===== src/rtl/seg7_scan_reader.sv =====
// Recovers the four digits shown on a multiplexed, active-low 7-segment display.
// Each digit must be stable for STABLE_CYCLES before it is captured, then the full frame is converted to binary.
module seg7_scan_reader #(
    parameter int STABLE_CYCLES  = 4,
    parameter int TIMEOUT_CYCLES = 65535
) (
    input  logic        clk,
    input  logic        rst_n,
    input  logic [6:0]  seg_n,
    input  logic [3:0]  an_n,
    output logic [15:0] digits,
    output logic [3:0]  blank,
    output logic [13:0] value,
    output logic        frame_valid,
    output logic        seg_err
);

    localparam int TW = $clog2(TIMEOUT_CYCLES + 1);

    typedef enum logic {COLLECT, CONVERT} state_e;

    state_e      state_q;
    logic [6:0]  seg_q, segPrev_q;
    logic [3:0]  an_q, anPrev_q;
    logic [7:0]  stableCnt_q, stableCnt_d;
    logic [3:0]  mask_q;
    logic        errFlag_q, convErr_q;
    logic [TW-1:0] timer_q;
    logic [15:0] shadowNib_q;
    logic [3:0]  shadowBlank_q;
    logic [13:0] acc_q, acc_d;
    logic [1:0]  idx_q;
    logic [15:0] digits_q;
    logic [3:0]  blank_q;
    logic [13:0] value_q;
    logic        frameValid_q, segErr_q;

    logic        oneHot, stableHit, captureHit, capture;
    logic [1:0]  capIdx;
    logic [3:0]  capBit, maskNext;
    logic [3:0]  decNib, convNib, convDigit;
    logic        decBlank, decErr;

    assign oneHot     = $onehot(~an_q);
    assign stableHit  = oneHot && (an_q == anPrev_q) && (seg_q == segPrev_q);
    assign captureHit = stableHit && (stableCnt_q == 8'(STABLE_CYCLES - 2));
    assign capture    = captureHit && (state_q == COLLECT);
    assign capBit     = ~an_q;
    assign maskNext   = mask_q | capBit;

    // Saturate at STABLE_CYCLES-1 so one stable period yields exactly one capture.
    always_comb begin
        stableCnt_d = 8'd0;
        if (stableHit) begin
            if (stableCnt_q == 8'(STABLE_CYCLES - 1))
                stableCnt_d = stableCnt_q;
            else
                stableCnt_d = stableCnt_q + 8'd1;
        end
    end

    always_comb begin
        capIdx = 2'd0;
        case (capBit)
            4'b0010: capIdx = 2'd1;
            4'b0100: capIdx = 2'd2;
            4'b1000: capIdx = 2'd3;
            default: capIdx = 2'd0;
        endcase
    end

    always_comb begin
        decNib   = 4'hF;
        decBlank = 1'b0;
        decErr   = 1'b0;
        case (seg_q)
            7'b1000000: decNib = 4'd0;
            7'b1111001: decNib = 4'd1;
            7'b0100100: decNib = 4'd2;
            7'b0110000: decNib = 4'd3;
            7'b0011001: decNib = 4'd4;
            7'b0010010: decNib = 4'd5;
            7'b0000010: decNib = 4'd6;
            7'b1111000: decNib = 4'd7;
            7'b0000000: decNib = 4'd8;
            7'b0010000: decNib = 4'd9;
            7'b1111111: decBlank = 1'b1;
            default:    decErr = 1'b1;
        endcase
    end

    // Blank and error digits are stored as F and weigh zero in the binary value.
    assign convNib   = shadowNib_q[{idx_q, 2'b00} +: 4];
    assign convDigit = (convNib > 4'd9) ? 4'd0 : convNib;
    assign acc_d     = 14'(acc_q * 14'd10) + 14'(convDigit);

    always_ff @(posedge clk or negedge rst_n) begin
        if (!rst_n) begin
            state_q       <= COLLECT;
            seg_q         <= '0;
            segPrev_q     <= '0;
            an_q          <= '0;
            anPrev_q      <= '0;
            stableCnt_q   <= '0;
            mask_q        <= '0;
            errFlag_q     <= 1'b0;
            convErr_q     <= 1'b0;
            timer_q       <= '0;
            shadowNib_q   <= '0;
            shadowBlank_q <= '0;
            acc_q         <= '0;
            idx_q         <= '0;
            digits_q      <= '0;
            blank_q       <= '0;
            value_q       <= '0;
            frameValid_q  <= 1'b0;
            segErr_q      <= 1'b0;
        end else begin
            seg_q        <= seg_n;
            an_q         <= an_n;
            segPrev_q    <= seg_q;
            anPrev_q     <= an_q;
            stableCnt_q  <= stableCnt_d;
            frameValid_q <= 1'b0;

            if (capture) begin
                shadowNib_q[{capIdx, 2'b00} +: 4] <= decNib;
                shadowBlank_q[capIdx]             <= decBlank;
            end

            case (state_q)
                COLLECT: begin
                    if (capture && maskNext == 4'hF) begin
                        state_q   <= CONVERT;
                        mask_q    <= '0;
                        errFlag_q <= 1'b0;
                        convErr_q <= errFlag_q | decErr;
                        timer_q   <= '0;
                        acc_q     <= '0;
                        idx_q     <= 2'd3;
                    end else if (capture) begin
                        mask_q    <= maskNext;
                        errFlag_q <= errFlag_q | decErr;
                        timer_q   <= '0;
                    end else if (mask_q != 4'h0) begin
                        if (timer_q == TW'(TIMEOUT_CYCLES - 1)) begin
                            mask_q    <= '0;
                            errFlag_q <= 1'b0;
                            timer_q   <= '0;
                        end else begin
                            timer_q <= timer_q + 1'b1;
                        end
                    end
                end
                CONVERT: begin
                    acc_q <= acc_d;
                    idx_q <= idx_q - 2'd1;
                    if (idx_q == 2'd0) begin
                        digits_q     <= shadowNib_q;
                        blank_q      <= shadowBlank_q;
                        value_q      <= acc_d;
                        segErr_q     <= convErr_q;
                        frameValid_q <= 1'b1;
                        state_q      <= COLLECT;
                    end
                end
                default: state_q <= COLLECT;
            endcase
        end
    end

    assign digits      = digits_q;
    assign blank       = blank_q;
    assign value       = value_q;
    assign frame_valid = frameValid_q;
    assign seg_err     = segErr_q;

endmodule


===== config.mk =====
export PLATFORM = sky130hd
export DESIGN_NAME = seg7_scan_reader
export DESIGN_NICKNAME = d
export VERILOG_FILES = /design/src/rtl/seg7_scan_reader.sv
export SDC_FILE = /design/constraint.sdc
export NUM_CORES = 1
export LEC_CHECK = 0
export BUFFER_PORTS_ARGS = -buffer_cell sky130_fd_sc_hd__buf_4
export CAP_MARGIN = 15
export CORE_MARGIN = 5
export CORE_UTILIZATION = 60
export CTS_BUF_LIST = sky130_fd_sc_hd__clkbuf_8
export CTS_CLUSTER_DIAMETER = 200
export DETAILED_ROUTE_END_ITERATION = 7
export HOLD_SLACK_MARGIN = 0.02
export PLACE_DENSITY_LB_ADDON = 0.2
export SYNTH_ARGS = -nofsm -noshare
export SYNTH_HDL_FRONTEND = slang
export SYNTH_SLANG_ARGS = --single-unit

===== constraint.sdc =====
create_clock -name clk -period 7.4 [get_ports clk]
set_clock_uncertainty 0.05 [all_clocks]
set_input_delay 1.48 -clock clk [delete_from_list [all_inputs] [get_ports clk]]
set_output_delay 1.48 -clock clk [all_outputs]
set_load 0.03 [all_outputs]

==> results.yml, run 1 <==
worst_setup_path:
  crit_chain: "fa_1, inv_1, ha_1, ha_1, nor3b_1, nand4_1, nor4_4, buf_4, a41o_1, a21boi_1, nor2_1"
  critPathMaxStageDelay_ns: 0.59
  cp-end-kind: "flip-flop"
  cp_top_family: "adder cells"
  r2r_end: "mask_q[2]"
  reg2reg_depth: 11
  reg2reg_setup_slack_ns: 3.48
  worst-path-buf-inv: 2
  crit_path_top_delay_cell: "a41o_1"
  critPathCapture: "mask_q[2]"
  cp-start-kind: "flip-flop"
  crit_arrival_ns: 4.18
  worstPathMaxFanout: 22
  cp.depth: 11
  cp-startpoint: "an_q[0]"
  rr_startpoint: "an_q[0]"
  crit_path_frequent_cell: "ha_1"
  path_class: "flip-flop to flip-flop"
  cp.required_ns: 7.65
global_routing:
  grtUsageMet3: 0.0536
  grt_usage: 0.220
  grt_pass1_vias: 4735
  grt_pass1_wl_um: 22900
  grt_util_met2: 0.355
  grt.busiest_layer: "met2"
  grt_max_degree: 80
  grt_overflow: 0
  met1_usage: 0.297
  antenna_found_initial: 0
cts:
  cts_tree: "yes"
  post_cts_buffers: 0
  clockBufferDepth: 2
  cts_hold_buffers: 0
  clk_pin_slew_worst_paths_ns: 0.08
  cts_resized: 0
  cts_max_level: 4
  root_buffer: "clkbuf_8"
  clock_latency_ns: 0.43
  numCtsBuffers: 17
  cts.sinks: 124
pwr:
  power_leakage_nw: 3.55
  ir_drop_v: 0.000116
  power-per-cell-area_nw_per_um2: 198
sta:
  setup_viol: 0
  hold_violations: 0
  fin_tns_setup_ns: 0
  max_slew_margin: 0.356
  tightest_slew_ns: 0.962
  rsz0062_at_grt: "false"
  fmax_mhz: 255
  timing.final.crit_share: 0.530
  drv_slew: 0
  layout_min_cycle_time_ns: 3.92
drt:
  drt-initial-drc-count: 197
  viasPerCell: 5.88
  via_count: 4666
  drt-pass1-iter-count: 4
  postRouteWirelength_um: 13500
  drtAntennaViolNets: 0
  wire_per_inst_um: 17.0
  drc: 0
logic_synthesis:
  netlist_area_um2: 6430
  syn_inst: 597
  ys_ff_latch: 124
  ys_seq_area_frac: 0.482
  async_flop_share: 1.00
  ys_warn_count: 0
  yosysUniqueCellTypes: 66
  synth_edf_count: 0
  syn-num-nets: 648
  avgSynthCellArea_um2: 10.8
  ys.flop_type: "dfrtp_1"
placed_design:
  hpwlAfterDp_um: 9540
  globalplace.congestion: 0.852
  port_buffers: 48
final_layout:
  nNetsFinal: 695
  drive_gt1_frac: 0.196
  utilization: 0.713
  fillCellCount: 758
  diodes: 0
  areaGrowthSynthToFinish_pct: 15.0
floorplanning:
  dieHeight_um: 114
  row_count: 37
  die_x_um: 114
  start_util: 0.620
  fp.coreArea_um2: 10400
  die-area_um2: 12900
  io-pin-count: 49
hold_path:
  hp-class: "flip-flop to flip-flop"
flow_run:
  max_cap_viol_count: 0
status:
  status: "complete, no violations"
==> synthesized netlist by cell type, drive strengths merged, types with 2 or more instances <==
cell type,n,area [µm²]
dfrtp,124,3100
nand2,65,254
nor2,51,191
ha,35,438
o21ai,34,178
mux2,30,338
xnor2,25,219
xor2,23,201
inv,22,82.6
clkbuf,17,63.8
a21oi,16,80.1
nand4,12,90.1
o211ai,12,90.1
nand3,11,55.1
a22o,9,80.1
nor3,9,45.0
nor2b,7,43.8
nor4,7,88.8
buf,6,27.5
nand2b,6,37.5
a21o,5,37.5
o2111ai,5,43.8
or3,5,36.3
and2,4,25.0
and3,4,25.0
mux4,4,90.1
nor3b,4,30.0
o31ai,4,30.0
a211oi,3,22.5
a31oi,3,18.8
fa,3,60.1
mux2i,3,30.0
a2111oi,2,23.8
a211o,2,17.5
nor4bb,2,20.0
o211a,2,20.0
o21a,2,15.0
or2,2,12.5
==> area by class of cell <==
cell class | count | area, µm² | area share
Inverter | 22 | 82.6 | 0.0112
Sequential cell | 124 | 3100 | 0.420
Clock buffer | 19 | 262 | 0.0354
Timing Repair Buffer | 51 | 403 | 0.0545
Clock inverter | 13 | 220 | 0.0298
Tap cell | 136 | 170 | 0.0230
Multi-Input combinational cell | 428 | 3150 | 0.427
==> worst register-to-register path, cell delays in order (launching register included) <==
cell and delay [ns]:
dfrtp_1 0.47, fa_1 0.58, inv_1 0.05, ha_1 0.17, ha_1 0.27, nor3b_1 0.32
nand4_1 0.23, nor4_4 0.29, buf_4 0.28, a41o_1 0.60, a21boi_1 0.38, nor2_1 0.10
==> power by group <==
part	internal (W)	total, W	switching (W)
combinational	0.0000173	0.0000479	0.0000306
sequential	0.000684	0.000693	0.00000937
clock	0.000450	0.000722	0.000272
==> flip-flops by register name, summed over array words and instances (netlist names), 7 cells and up <==
register	cells
acc_q	13
value	14
timer_q	16
stableCnt_q	8
segPrev_q	7
shadowNib_q	16
seg_q	7
digits	16
==> cell usage in the layout (no fill, tap or decap), drive strengths merged, types with 23 or more instances in the layout <==
cell type	n
ha	35
dfrtp	124
buf	51
mux2	30
nor2	51
xnor2	25
inv	23
o21ai	34
xor2	23
nand2	65
==> stage by stage <==
stage	hold slack, ns	cells	power (W)	instance area, µm²	setup WS, ns
2_1_floorplan	0.302	597	0.000728	6430	4.13
4_1_cts	0.441	792	0.00147	7370	3.49
6_report	0.432	793	0.00146	7390	3.48
3_5_place_dp	0.423	760	0.000754	6890	3.52
5_1_grt	0.467	793	0.00151	7390	3.30
3_3_place_gp	0.409	760	0.000751	6890	3.77
==> metal layers <==
layer / vias to the layer above / wire [µm]
met1: 2317 / 6020
met2: 116 / 6600
met3: 17 / 652
met4: 0 / 187
met5: - / 0
li1: 2216 / -
==> how the worst min path moves through the flow <==
| stage | start | to | slack, ns | depth (start not counted) |
|---|---|---|---|---|
| after floorplan | seg_q[0] | segPrev_q[0] | 0.30 | 0 |
| after global placement | value[3] | value[3] | 0.41 | 2 |
| after detailed placement | value[7] | value[7] | 0.42 | 2 |
| after CTS | value[7] | value[7] | 0.44 | 2 |
| after global routing | value[7] | value[7] | 0.47 | 2 |
| final | value[7] | value[7] | 0.43 | 2 |
==> cells by family after synthesis <==
family / synth area share
XOR/XNOR: 0.0689
AO/OA/AOI/OAI: 0.118
buffers and inverters: 0.0270
flip-flops: 0.482
adder cells (fa/ha/maj): 0.0790
multiplexers: 0.0712
AND/OR/NAND/NOR: 0.154
Note: power is estimated with default switching activity, not from simulation.
==> inputs of run 2 (changes only) <==
Settings changed: CORE_UTILIZATION 60 to 56.
Clock period 7.4 ns to 3.32 ns, I/O delays scaled along.
==> run 2 against run 1 <==
Effect of this change: routed wire length shrank 3.1%; via count decreased by 1.4%; core utilization is 4.7 points lower; maximum frequency rose by 24%; clock-buffer cell count is the same; die area increased by 6.5%; total power rose by 120%; highest routed layer unchanged.
==> results.yml, run 2 (synthesis gave the netlist of run 1 again) <==
status:
  status: "complete, no violations"
sta:
  tightest_slew_ns: 1.08
  max_slew_margin: 0.281
  fmax_mhz: 317
  drv_slew: 0
  hold_violations: 0
  setup_viol: 0
  timing.final.crit_share: 0.949
  setup_slack_ns: 0.169
  layout_min_cycle_time_ns: 3.15
  fin_tns_setup_ns: 0
worst_setup_path:
  worstPathMaxFanout: 5
  critPathCapture: "value[12]"
  reg2reg_setup_slack_ns: 0.17
  cp-start-kind: "flip-flop"
  cp-end-kind: "flip-flop"
  crit_chain: "buf_4, mux4_2, nor2b_1, ha_1, a21o_1, a21oi_1, nor4bb_1, buf_4, nand4_1, or3_1, a31oi_1"
  cp-startpoint: "idx_q[0]"
  crit_arrival_ns: 3.47
  crit_path_top_delay_cell: "mux4_2"
  r2r_end: "value[12]"
  cp.required_ns: 3.64
  critPathMaxStageDelay_ns: 0.51
  crit_path_frequent_cell: "buf_4"
  reg2reg_depth: 11
  rr_startpoint: "idx_q[0]"
  path_class: "flip-flop to flip-flop"
final_layout:
  layout_common_cells: "dfrtp_1 (123), buf_4 (66), nand2_1 (63)"
  fillCellCount: 866
  nNetsFinal: 711
  multi_input_area_um2: 3210
  areaGrowthSynthToFinish_pct: 17.3
  regArea_um2: 3100
  diodes: 0
  final_area_um2: 7550
  layoutNonFillerInstCount: 815
  final_common_cell: "dfrtp_1"
  drive_gt1_frac: 0.223
floorplanning:
  row_count: 39
  die_x_um: 117
  dieHeight_um: 117
  fp.coreArea_um2: 11300
  die-area_um2: 13700
  io-pin-count: 49
  start_util: 0.568
global_routing:
  grt_overflow: 0
  grt_usage: 0.209
  grt_pass1_vias: 4662
  grt_max_degree: 56
  antenna_found_initial: 0
  grt_pass1_wl_um: 22200
drt:
  viasPerCell: 5.65
  drt-pass1-iter-count: 4
  via_count: 4602
  drtAntennaViolNets: 0
  wire_per_inst_um: 16.0
  drt-initial-drc-count: 223
  drc: 0
  postRouteWirelength_um: 13100
cts:
  clock_latency_ns: 0.45
  root_buffer: "clkbuf_8"
  cts_hold_buffers: 0
  cts.sinks: 124
  cts_max_level: 4
  clk_pin_slew_worst_paths_ns: 0.07
  cts_tree: "yes"
  numCtsBuffers: 17
  clockBufferDepth: 2
flow_run:
  max_cap_viol_count: 0
pwr:
  ir_drop_v: 0.000373
  finalPower_w: 0.00317
  power-per-cell-area_nw_per_um2: 419
  power_leakage_nw: 3.61
placed_design:
  port_buffers: 48
  preCtsSetupSlack_ns: 0.0344
  place_inst: 781
  place_area_um2: 7010
  globalplace.congestion: 0.837
  hpwlAfterDp_um: 9380
hold_path:
  hp-class: "input pin to asynchronous set/reset pin"
run 2: cell count changes in the layout (fill, tap and decap cells not counted), sizes merged:
cell,delta
clkinv,-4
inv,+1
clkinvlp,+3
buf,+16
bufinv,-1
run 2: how the worst min path moves through the flow:
stage / depth (start not counted) / startpoint / endpoint / slack, ns
floorplan: 0 / seg_q[0] / segPrev_q[0] / 0.30
global placement: 2 / value[4] / value[4] / 0.41
detailed placement: 2 / value[3] / value[3] / 0.42
CTS: 1 / rst_n / value[7] / 0.23
global route: 1 / seg_n[1] / seg_q[1] / 0.24
finish: 1 / rst_n / digits[1] / 0.22
run 2: worst max-delay path, delay by kind of cell (launching register included):
kind                       cells  cell delay [ns]
AOI/OAI and AO/OA              3             0.39
adders and majority gates      1             0.28
DFF                            1             0.41
and+or+nand+nor                4             1.13
buffers and inverters          2             0.30
muxes                          1             0.51
run 2: area by class of cell:
cell class,instances,area share
Sequential cell,124,0.411
Multi-Input combinational cell,428,0.425
Clock inverter,12,0.0260
Timing Repair Buffer,67,0.0683
Inverter,22,0.0109
Tap cell,143,0.0237
Clock buffer,19,0.0347
run 2: per-layer routing:
| layer | GRT usage | share of wire | vias up | wire length, µm |
|---|---|---|---|---|
| li1 | - | - | 2251 | - |
| met1 | 0.279 | 0.46 | 2242 | 6010 |
| met2 | 0.332 | 0.48 | 90 | 6210 |
| met3 | 0.0478 | 0.048 | 19 | 631 |
| met4 | 0.0864 | 0.015 | 0 | 200 |
| met5 | 0 | 0 | - | 0 |
run 2: per-stage QoR:
step | utilization | hold slack [ns]
2_1_floorplan | - | 0.302
3_3_place_gp | 0.619 | 0.410
3_5_place_dp | 0.619 | 0.418
4_1_cts | 0.660 | 0.225
5_1_grt | 0.667 | 0.244
6_report | 0.667 | 0.224
run 2: where the power goes:
| part | internal (W) | switching [W] | total (W) |
|---|---|---|---|
| Combinational | 0.0000427 | 0.0000683 | 0.000111 |
| Clock | 0.000924 | 0.000589 | 0.00151 |
| Sequential | 0.00152 | 0.0000178 | 0.00154 |
| Total | 0.00249 | 0.000675 | 0.00317 |
run 2: repair_timing:
action,CTS,global route
resized for setup,1,9
setup endpoints to repair,1,27
cloned,0,0
pin swaps,0,3
setup buffers,0,3
